File: config.mk
export PLATFORM = sky130hd
export DESIGN_NAME = layer_compositor_flat
export DESIGN_NICKNAME = d
export VERILOG_FILES = /design/src/rtl/layer_compositor_if.sv /design/src/rtl/layer_compositor.sv /design/src/flat_wrapper.sv
export SDC_FILE = /design/constraint.sdc
export NUM_CORES = 1
export LEC_CHECK = 0
export BUFFER_PORTS_ARGS = -buffer_cell sky130_fd_sc_hd__buf_2
export CORE_MARGIN = 5
export CORE_UTILIZATION = 30
export CTS_BUF_LIST = sky130_fd_sc_hd__clkbuf_16
export DETAILED_ROUTE_END_ITERATION = 16
export PLACE_DENSITY = 0.49
export SYNTH_ARGS = -nofsm -noshare
export SYNTH_HDL_FRONTEND = slang
export SYNTH_SLANG_ARGS = --single-unit
File: constraint.sdc
create_clock -name CLK -period 1.7 [get_ports CLK]
set_input_delay 0.085 -clock CLK [delete_from_list [all_inputs] [get_ports CLK]]
set_output_delay 0.085 -clock CLK [all_outputs]
set_load 0.01 [all_outputs]
File: src/rtl/layer_compositor_if.sv
// Pixel-pipeline bus between the sync generator/game logic and the layer compositor.
// The master side drives the counters and object positions. The slave side returns colour and collision status.
interface layer_compositor_if #(
   parameter int unsigned NUM_CARS   = 6,
   parameter int unsigned COLOR_BITS = 3,
   parameter int unsigned ADDR_W     = 10
);
   logic [9:0]                h_count;
   logic [9:0]                v_count;
   logic [9:0]                player_x;
   logic [9:0]                player_y;
   logic [10*NUM_CARS-1:0]    car_x;
   logic [10*NUM_CARS-1:0]    car_y;
   logic [9:0]                sprite_x;
   logic [9:0]                sprite_y;
   logic                      sprite_en;
   logic [ADDR_W-1:0]         sprite_addr;
   logic [3*COLOR_BITS-1:0]   sprite_data;
   logic                      collision_clr;
   logic [COLOR_BITS-1:0]     VGA_R;
   logic [COLOR_BITS-1:0]     VGA_G;
   logic [COLOR_BITS-1:0]     VGA_B;
   logic                      collision_pulse;
   logic                      collision_sticky;

   modport master (
      output h_count, v_count, player_x, player_y, car_x, car_y,
             sprite_x, sprite_y, sprite_en, sprite_data, collision_clr,
      input  sprite_addr, VGA_R, VGA_G, VGA_B, collision_pulse, collision_sticky
   );

   modport slave (
      input  h_count, v_count, player_x, player_y, car_x, car_y,
             sprite_x, sprite_y, sprite_en, sprite_data, collision_clr,
      output sprite_addr, VGA_R, VGA_G, VGA_B, collision_pulse, collision_sticky
   );
endinterface

File: src/rtl/layer_compositor.sv
// Two-stage pixel compositor: stage 1 registers layer hits and the sprite ROM address.
// Stage 2 registers the priority-muxed colour. It also reports player/car collisions once per frame.
module layer_compositor #(
   parameter int unsigned NUM_CARS    = 6,
   parameter int unsigned COLOR_BITS  = 3,
   parameter int unsigned H_DISPLAY   = 640,
   parameter int unsigned V_DISPLAY   = 480,
   parameter int unsigned PLAYER_W    = 32,
   parameter int unsigned PLAYER_H    = 32,
   parameter int unsigned CAR_W       = 64,
   parameter int unsigned CAR_H       = 32,
   parameter int unsigned SAFE_Y0     = 0,
   parameter int unsigned SAFE_Y1     = 224,
   parameter int unsigned SAFE_Y2     = 448,
   parameter int unsigned SAFE_H      = 32,
   parameter int unsigned SPRITE_SIZE = 32,
   parameter int unsigned ADDR_W      = 10
) (
   input  logic              CLK,
   input  logic              RST_N,
   layer_compositor_if.slave bus
);
   localparam int unsigned POS_W = 10;
   localparam int unsigned SUM_W = POS_W + 1;

   // Half-open span test. The upper bound is one bit wider, so it cannot wrap past 1023.
   function automatic logic in_span(input logic [POS_W-1:0] p,
                                    input logic [POS_W-1:0] o,
                                    input int unsigned      w);
      return (p >= o) && ({1'b0, p} < ({1'b0, o} + SUM_W'(w)));
   endfunction

   logic [POS_W-1:0]    h_c;
   logic [POS_W-1:0]    v_c;
   logic [POS_W-1:0]    dx_c;
   logic [POS_W-1:0]    dy_c;
   logic                visible_c;
   logic                player_hit_c;
   logic [NUM_CARS-1:0] car_hit_c;
   logic                sprite_hit_c;
   logic                safe_hit_c;
   logic                frame_end_c;
   logic                coll_hit_c;
   logic [ADDR_W-1:0]   addr_c;

   logic                visible_q;
   logic                player_hit_q;
   logic [NUM_CARS-1:0] car_hit_q;
   logic                sprite_hit_q;
   logic                sprite_en_q;
   logic                safe_hit_q;
   logic                coll_acc_q;

   logic [COLOR_BITS-1:0] r_c;
   logic [COLOR_BITS-1:0] g_c;
   logic [COLOR_BITS-1:0] b_c;
   logic                  sticky_c;

   assign h_c = bus.h_count;
   assign v_c = bus.v_count;

   // Stage-1 combinational hit detection
   always_comb begin
      car_hit_c    = '0;
      visible_c    = ({1'b0, h_c} < SUM_W'(H_DISPLAY)) && ({1'b0, v_c} < SUM_W'(V_DISPLAY));
      player_hit_c = in_span(h_c, bus.player_x, PLAYER_W) && in_span(v_c, bus.player_y, PLAYER_H);
      for (int i = 0; i < int'(NUM_CARS); i++) begin
         car_hit_c[i] = in_span(h_c, bus.car_x[10*i +: 10], CAR_W)
                     && in_span(v_c, bus.car_y[10*i +: 10], CAR_H);
      end
      sprite_hit_c = in_span(h_c, bus.sprite_x, SPRITE_SIZE) && in_span(v_c, bus.sprite_y, SPRITE_SIZE);
      safe_hit_c   = in_span(v_c, POS_W'(SAFE_Y0), SAFE_H)
                  || in_span(v_c, POS_W'(SAFE_Y1), SAFE_H)
                  || in_span(v_c, POS_W'(SAFE_Y2), SAFE_H);
      dx_c         = h_c - bus.sprite_x;
      dy_c         = v_c - bus.sprite_y;
      addr_c       = ADDR_W'(32'(dy_c) * 32'(SPRITE_SIZE) + 32'(dx_c));
      frame_end_c  = (h_c == '0) && ({1'b0, v_c} == SUM_W'(V_DISPLAY));
      coll_hit_c   = visible_c && player_hit_c && (|car_hit_c);
   end

   // Stage-1 registers and the frame collision accumulator
   always_ff @(posedge CLK or negedge RST_N) begin
      if (!RST_N) begin
         visible_q            <= 1'b0;
         player_hit_q         <= 1'b0;
         car_hit_q            <= '0;
         sprite_hit_q         <= 1'b0;
         sprite_en_q          <= 1'b0;
         safe_hit_q           <= 1'b0;
         coll_acc_q           <= 1'b0;
         bus.sprite_addr      <= '0;
         bus.collision_pulse  <= 1'b0;
         bus.collision_sticky <= 1'b0;
      end else begin
         visible_q            <= visible_c;
         player_hit_q         <= player_hit_c;
         car_hit_q            <= car_hit_c;
         sprite_hit_q         <= sprite_hit_c;
         sprite_en_q          <= bus.sprite_en;
         safe_hit_q           <= safe_hit_c;
         if (sprite_hit_c) begin
            bus.sprite_addr <= addr_c;
         end
         // Frame end is never visible, so clearing and setting the accumulator cannot collide
         if (frame_end_c) begin
            coll_acc_q <= 1'b0;
         end else if (coll_hit_c) begin
            coll_acc_q <= 1'b1;
         end
         bus.collision_pulse  <= frame_end_c && coll_acc_q;
         bus.collision_sticky <= sticky_c;
      end
   end

   // A frame-end set takes priority over a simultaneous clear
   always_comb begin
      sticky_c = bus.collision_sticky;
      if (frame_end_c && coll_acc_q) begin
         sticky_c = 1'b1;
      end else if (bus.collision_clr) begin
         sticky_c = 1'b0;
      end
   end

   // Stage-2 layer priority: player, cars, opaque sprite, safe band, background
   always_comb begin
      r_c = '0;
      g_c = '0;
      b_c = '0;
      if (!visible_q) begin
         r_c = '0;
      end else if (player_hit_q) begin
         g_c = '1;
      end else if (|car_hit_q) begin
         r_c = '1;
      end else if (sprite_en_q && sprite_hit_q && (bus.sprite_data != '0)) begin
         r_c = bus.sprite_data[0 +: COLOR_BITS];
         g_c = bus.sprite_data[COLOR_BITS +: COLOR_BITS];
         b_c = bus.sprite_data[2*COLOR_BITS +: COLOR_BITS];
      end else if (safe_hit_q) begin
         r_c = '1;
         g_c = '1;
         b_c = '1;
      end
   end

   always_ff @(posedge CLK or negedge RST_N) begin
      if (!RST_N) begin
         bus.VGA_R <= '0;
         bus.VGA_G <= '0;
         bus.VGA_B <= '0;
      end else begin
         bus.VGA_R <= r_c;
         bus.VGA_G <= g_c;
         bus.VGA_B <= b_c;
      end
   end
endmodule

File: src/flat_wrapper.sv
// flat-port wrapper written by rule: the top's interface ports become plain ports
module layer_compositor_flat 
#(
   parameter int unsigned NUM_CARS    = 6,
   parameter int unsigned COLOR_BITS  = 3,
   parameter int unsigned H_DISPLAY   = 640,
   parameter int unsigned V_DISPLAY   = 480,
   parameter int unsigned PLAYER_W    = 32,
   parameter int unsigned PLAYER_H    = 32,
   parameter int unsigned CAR_W       = 64,
   parameter int unsigned CAR_H       = 32,
   parameter int unsigned SAFE_Y0     = 0,
   parameter int unsigned SAFE_Y1     = 224,
   parameter int unsigned SAFE_Y2     = 448,
   parameter int unsigned SAFE_H      = 32,
   parameter int unsigned SPRITE_SIZE = 32,
   parameter int unsigned ADDR_W      = 10
)
  (CLK, RST_N, bus_h_count, bus_v_count, bus_player_x, bus_player_y, bus_car_x, bus_car_y, bus_sprite_x, bus_sprite_y, bus_sprite_en, bus_sprite_data, bus_collision_clr, bus_sprite_addr, bus_VGA_R, bus_VGA_G, bus_VGA_B, bus_collision_pulse, bus_collision_sticky);
  layer_compositor_if #(.NUM_CARS(NUM_CARS), .COLOR_BITS(COLOR_BITS), .ADDR_W(ADDR_W)) bus_i ();
  input  logic CLK;
  input  logic RST_N;
  input wire logic [$bits(bus_i.h_count)-1:0] bus_h_count;
  input wire logic [$bits(bus_i.v_count)-1:0] bus_v_count;
  input wire logic [$bits(bus_i.player_x)-1:0] bus_player_x;
  input wire logic [$bits(bus_i.player_y)-1:0] bus_player_y;
  input wire logic [$bits(bus_i.car_x)-1:0] bus_car_x;
  input wire logic [$bits(bus_i.car_y)-1:0] bus_car_y;
  input wire logic [$bits(bus_i.sprite_x)-1:0] bus_sprite_x;
  input wire logic [$bits(bus_i.sprite_y)-1:0] bus_sprite_y;
  input wire logic [$bits(bus_i.sprite_en)-1:0] bus_sprite_en;
  input wire logic [$bits(bus_i.sprite_data)-1:0] bus_sprite_data;
  input wire logic [$bits(bus_i.collision_clr)-1:0] bus_collision_clr;
  output wire logic [$bits(bus_i.sprite_addr)-1:0] bus_sprite_addr;
  output wire logic [$bits(bus_i.VGA_R)-1:0] bus_VGA_R;
  output wire logic [$bits(bus_i.VGA_G)-1:0] bus_VGA_G;
  output wire logic [$bits(bus_i.VGA_B)-1:0] bus_VGA_B;
  output wire logic [$bits(bus_i.collision_pulse)-1:0] bus_collision_pulse;
  output wire logic [$bits(bus_i.collision_sticky)-1:0] bus_collision_sticky;
  assign bus_i.h_count = bus_h_count;
  assign bus_i.v_count = bus_v_count;
  assign bus_i.player_x = bus_player_x;
  assign bus_i.player_y = bus_player_y;
  assign bus_i.car_x = bus_car_x;
  assign bus_i.car_y = bus_car_y;
  assign bus_i.sprite_x = bus_sprite_x;
  assign bus_i.sprite_y = bus_sprite_y;
  assign bus_i.sprite_en = bus_sprite_en;
  assign bus_i.sprite_data = bus_sprite_data;
  assign bus_i.collision_clr = bus_collision_clr;
  assign bus_sprite_addr = bus_i.sprite_addr;
  assign bus_VGA_R = bus_i.VGA_R;
  assign bus_VGA_G = bus_i.VGA_G;
  assign bus_VGA_B = bus_i.VGA_B;
  assign bus_collision_pulse = bus_i.collision_pulse;
  assign bus_collision_sticky = bus_i.collision_sticky;
  layer_compositor #(.NUM_CARS(NUM_CARS), .COLOR_BITS(COLOR_BITS), .H_DISPLAY(H_DISPLAY), .V_DISPLAY(V_DISPLAY), .PLAYER_W(PLAYER_W), .PLAYER_H(PLAYER_H), .CAR_W(CAR_W), .CAR_H(CAR_H), .SAFE_Y0(SAFE_Y0), .SAFE_Y1(SAFE_Y1), .SAFE_Y2(SAFE_Y2), .SAFE_H(SAFE_H), .SPRITE_SIZE(SPRITE_SIZE), .ADDR_W(ADDR_W)) u_core (.CLK(CLK), .RST_N(RST_N), .bus(bus_i));
endmodule
==> results.txt <==
* Max-slew violation count: 0
- For the worst setup path, the data required time is 1860 ps.
- Relative slew margins: 0.5149
- Detailed-routing iteration count for the pre-antenna-repair pass: 4
- Of all cell types, the one taking the most synthesized area is ha_1.
- Cells taking the most area after synthesis: ha_1 38%, dfrtp_1 9.7%, inv_1 8.4%
* Effective utilization at floorplan: 0.3041
- CTS placed an instance of clkbuf_16 at the clock tree root.
* Static Leakage: a little under 7 nW
* Worst-path maximum fanout: 4
- In this run, the number of DRC markers left after iteration 0 of detailed routing was between 200 and 250.
- The number of antenna diodes in the final layout is 0.
* Clock Path Buffers: 2
- Across the VDD grid, the largest voltage drop is between 300 and 400 uV.
- Via density per instance: between 4 and 5
- In this run the horizontal extent of the chip is between 150 and 200 um.
- The mapped netlist covers 8472 um2.
* All-Layer GR Usage: 0.1741
- The die is around 180 um tall.
- Post-layout utilization of the core: 0.4587
- The flow ran to the end, but the final reports show violations.
- STA classifies the critical path endpoint as a flop.
- After detailed routing, the number of remaining DRC violations is 0.
- Summed over all layers, the global routing overflow is 0.
* Clock period minus final worst setup slack: ~2200 ps
- Yosys mapped the design onto 63 distinct sky130hd cell types.
* Hold/Removal Path Class: input port to flop
- Summed over all layers, the routed wires come to between 20 and 30 mm.
- For the worst-skew pair, the clock arrives at the later sink with an insertion delay of 280 ps.
- Placement row count: 61
* Proportion of layout cells with a drive suffix above 1: 0.3742
* Number of global-route vias before repair: between 9000 and 10000
- Relative to the synthesized area, the layout overhead comes to 50.85%.
- Ys Warns: 0
* Total power consumption of the routed design: between 5 and 6 mW
- Post-route non-filler standard cell count: between 1500 and 2000
- Entering global routing, the biggest net connects 34 pins.
- The average instance in the mapped netlist occupies roughly 8.2 um2.
- After synthesis the netlist holds a flip-flop and latch count of 33.
- Area of the core: ~28000 um2
* Violated checks: negative setup slack
* Final Hold Violating Endpoints: 0
- Routability-driven placement finished with a final weighted congestion of 0.8345.
* Max-capacitance violation count: 0
- TNS Setup: -5880 ps
- Worst slack after detailed placement: -882.9 ps
- Yosys mapped a number of flops with a built-in enable equal to 0.
* Seq/Total Area, Yosys: 0.09747
- STA puts the critical path data arrival time at between 2000 and 2500 ps.
- For this block, the via count after detailed routing is roughly 8800.
- Transition time at the pin with the least slew margin: a little over 700 ps
- In the finished design, the share of the clock period the worst path needs comes to 1.311.
- Clk sink count: 33
- Power Density: between 400 and 500 nW/um2
- IO buf count: between 200 and 250
- Wire length of the first global-routing pass: roughly 44 mm
* CTS buffer count: 5
- Of all flip-flops after synthesis, the portion carrying an async set or reset was 1.000.
* Clk pin slew, worst setup/hold paths: about 50 ps
* HPWL reported at the end of detailed placement: between 20 and 25 mm
* Final Skew: around 8.3 ps
- Area share of the largest cell type after synthesis: 0.3810
- After detailed placement, the design holds a cell count of 1834.
- The net count of the finished layout is 1938.
* Highest achievable clock rate: 0.4486 GHz
- Setup violations remaining at the end of the flow were counted as 16.
- The critical path is of the input port to flop type.
- In the final routed layout, each cell accounts on average for approximately 15 um.
* Floorplan die area: roughly 32000 um2
- Io pins: 214
* H-tree depth: 2
- In this run the remaining antenna-violating nets after routing total 0.
- Counting every instance in the synthesized netlist gives between 1000 and 1500.
- Initial antenna violation count: 1
- ha_1 is the most common cell in the netlist.
* Most numerous cell types in the synthesized netlist: 258 x ha_1, 189 x inv_1, 83 x a21oi_1
- Among all flip-flop cells after synthesis, the most frequent one is dfrtp_1.
- Unrepaired setup endpoints after global routing: true
- Kind of launch point of the worst setup path: input port
- Post-synth net total: 1496
* Final setup margin: -529.3 ps
- TritonCTS clock tree: yes
through the flow:
stage          hold slack [ps]  cell area (um2)
6_report                 50.50            12780
5_1_grt                  64.96            12780
4_1_cts                  44.38            12390
3_5_place_dp             189.4            11730
3_3_place_gp             175.2            11730
2_1_floorplan           -210.6             8557
power breakdown:
group | switching (mW) | total [mW] | internal [mW]
Sequential | 0.0728 | 1.01 | 0.939
Combinational | 1.87 | 3.98 | 2.12
Clock | 0.322 | 0.858 | 0.535
area by class of cell:
cell class	instances	area, um2
flip-flops and latches	33	825.8
fillers	2783	15080
repair buffers	437	3028
multi-input cells	811	7594
clock buffers	5	125.1
clock inverters	3	17.52
inverters	189	716.9
well taps	378	473.0
path summary, 6_finish.rpt:
kind | end | start | slack (ps) | cells past startpoint
worst max register to register | u_core.bus.VGA_B[0] | u_core.car_hit_q[3] | 190 | 5
min in group asynchronous | u_core.bus.sprite_addr[0] | RST_N | 400 | 2
worst min register to register | u_core.bus.collision_sticky | u_core.bus.collision_sticky | 480 | 1
worst max-delay path | u_core.bus.sprite_addr[8] | bus_v_count[0] | -530 | 12
max in group asynchronous | u_core.bus.VGA_G[1] | RST_N | 820 | 2
worst min-delay path | u_core.bus.VGA_B[2] | bus_sprite_data[8] | 50 | 3
cell usage in the layout, fill, tap and decap left out, drive strengths merged, types with 14 or more instances in the layout:
cell      n
buf     434
nand2b   15
dfrtp    33
nand2    35
xnor2    50
o21ai    51
a21o     31
a21oi    84
o21a     21
ha      258
nor2b    14
inv     187
nand3    50
nor3     15
nor2     32
cell families after synthesis:
| family | Yosys count | share of synthesized area |
|---|---|---|
| xor gates and xnor gates | 54 | 0.05583 |
| and+or+nand+nor | 204 | 0.1273 |
| AOI/OAI and AO/OA | 275 | 0.2131 |
| adders and majority gates | 268 | 0.4047 |
| DFF | 33 | 0.09747 |
| buffers and inverters | 191 | 0.08551 |
| muxes | 10 | 0.01610 |
routing by layer:
layer / share of wire / vias to the layer above / track usage
met5: 0.00046 / - / 0
met4: 0.019 / 2 / 0.04351
met1: 0.45 / 3999 / 0.2226
li1: - / 4605 / -
met2: 0.49 / 156 / 0.3125
met3: 0.037 / 29 / 0.01844
state kept, by name, indices dropped and copies added (netlist names):
| register | cells |
|---|---|
| u_core.bus.collision_pulse | 1 |
| u_core.bus.sprite_addr | 10 |
| u_core.car_hit_q | 6 |
| u_core.sprite_en_q | 1 |
| u_core.visible_q | 1 |
| u_core.bus.collision_sticky | 1 |
| u_core.bus.VGA_G | 3 |
| u_core.safe_hit_q | 1 |
| u_core.sprite_hit_q | 1 |
| u_core.bus.VGA_B | 3 |
| u_core.player_hit_q | 1 |
| u_core.coll_acc_q | 1 |
| u_core.bus.VGA_R | 3 |
critical path: stages:
cell and delay (ps):
buf_8 100, clkinvlp_4 90, ha_4 140, inv_2 40, fa_2 370, xor2_2 160
fa_1 560, ha_4 230, a21oi_2 120, o21ai_1 80, xor2_1 160, mux2_4 260
repair_timing:
action,CTS,global route
hold endpoints to repair,34,0
hold buffers,2,0
setup endpoints to repair,19,19
gates resized for setup,92,73
pin swaps,42,55
cloned,1,0
setup buffers,12,3
Power figures use the tool's default switching activity.
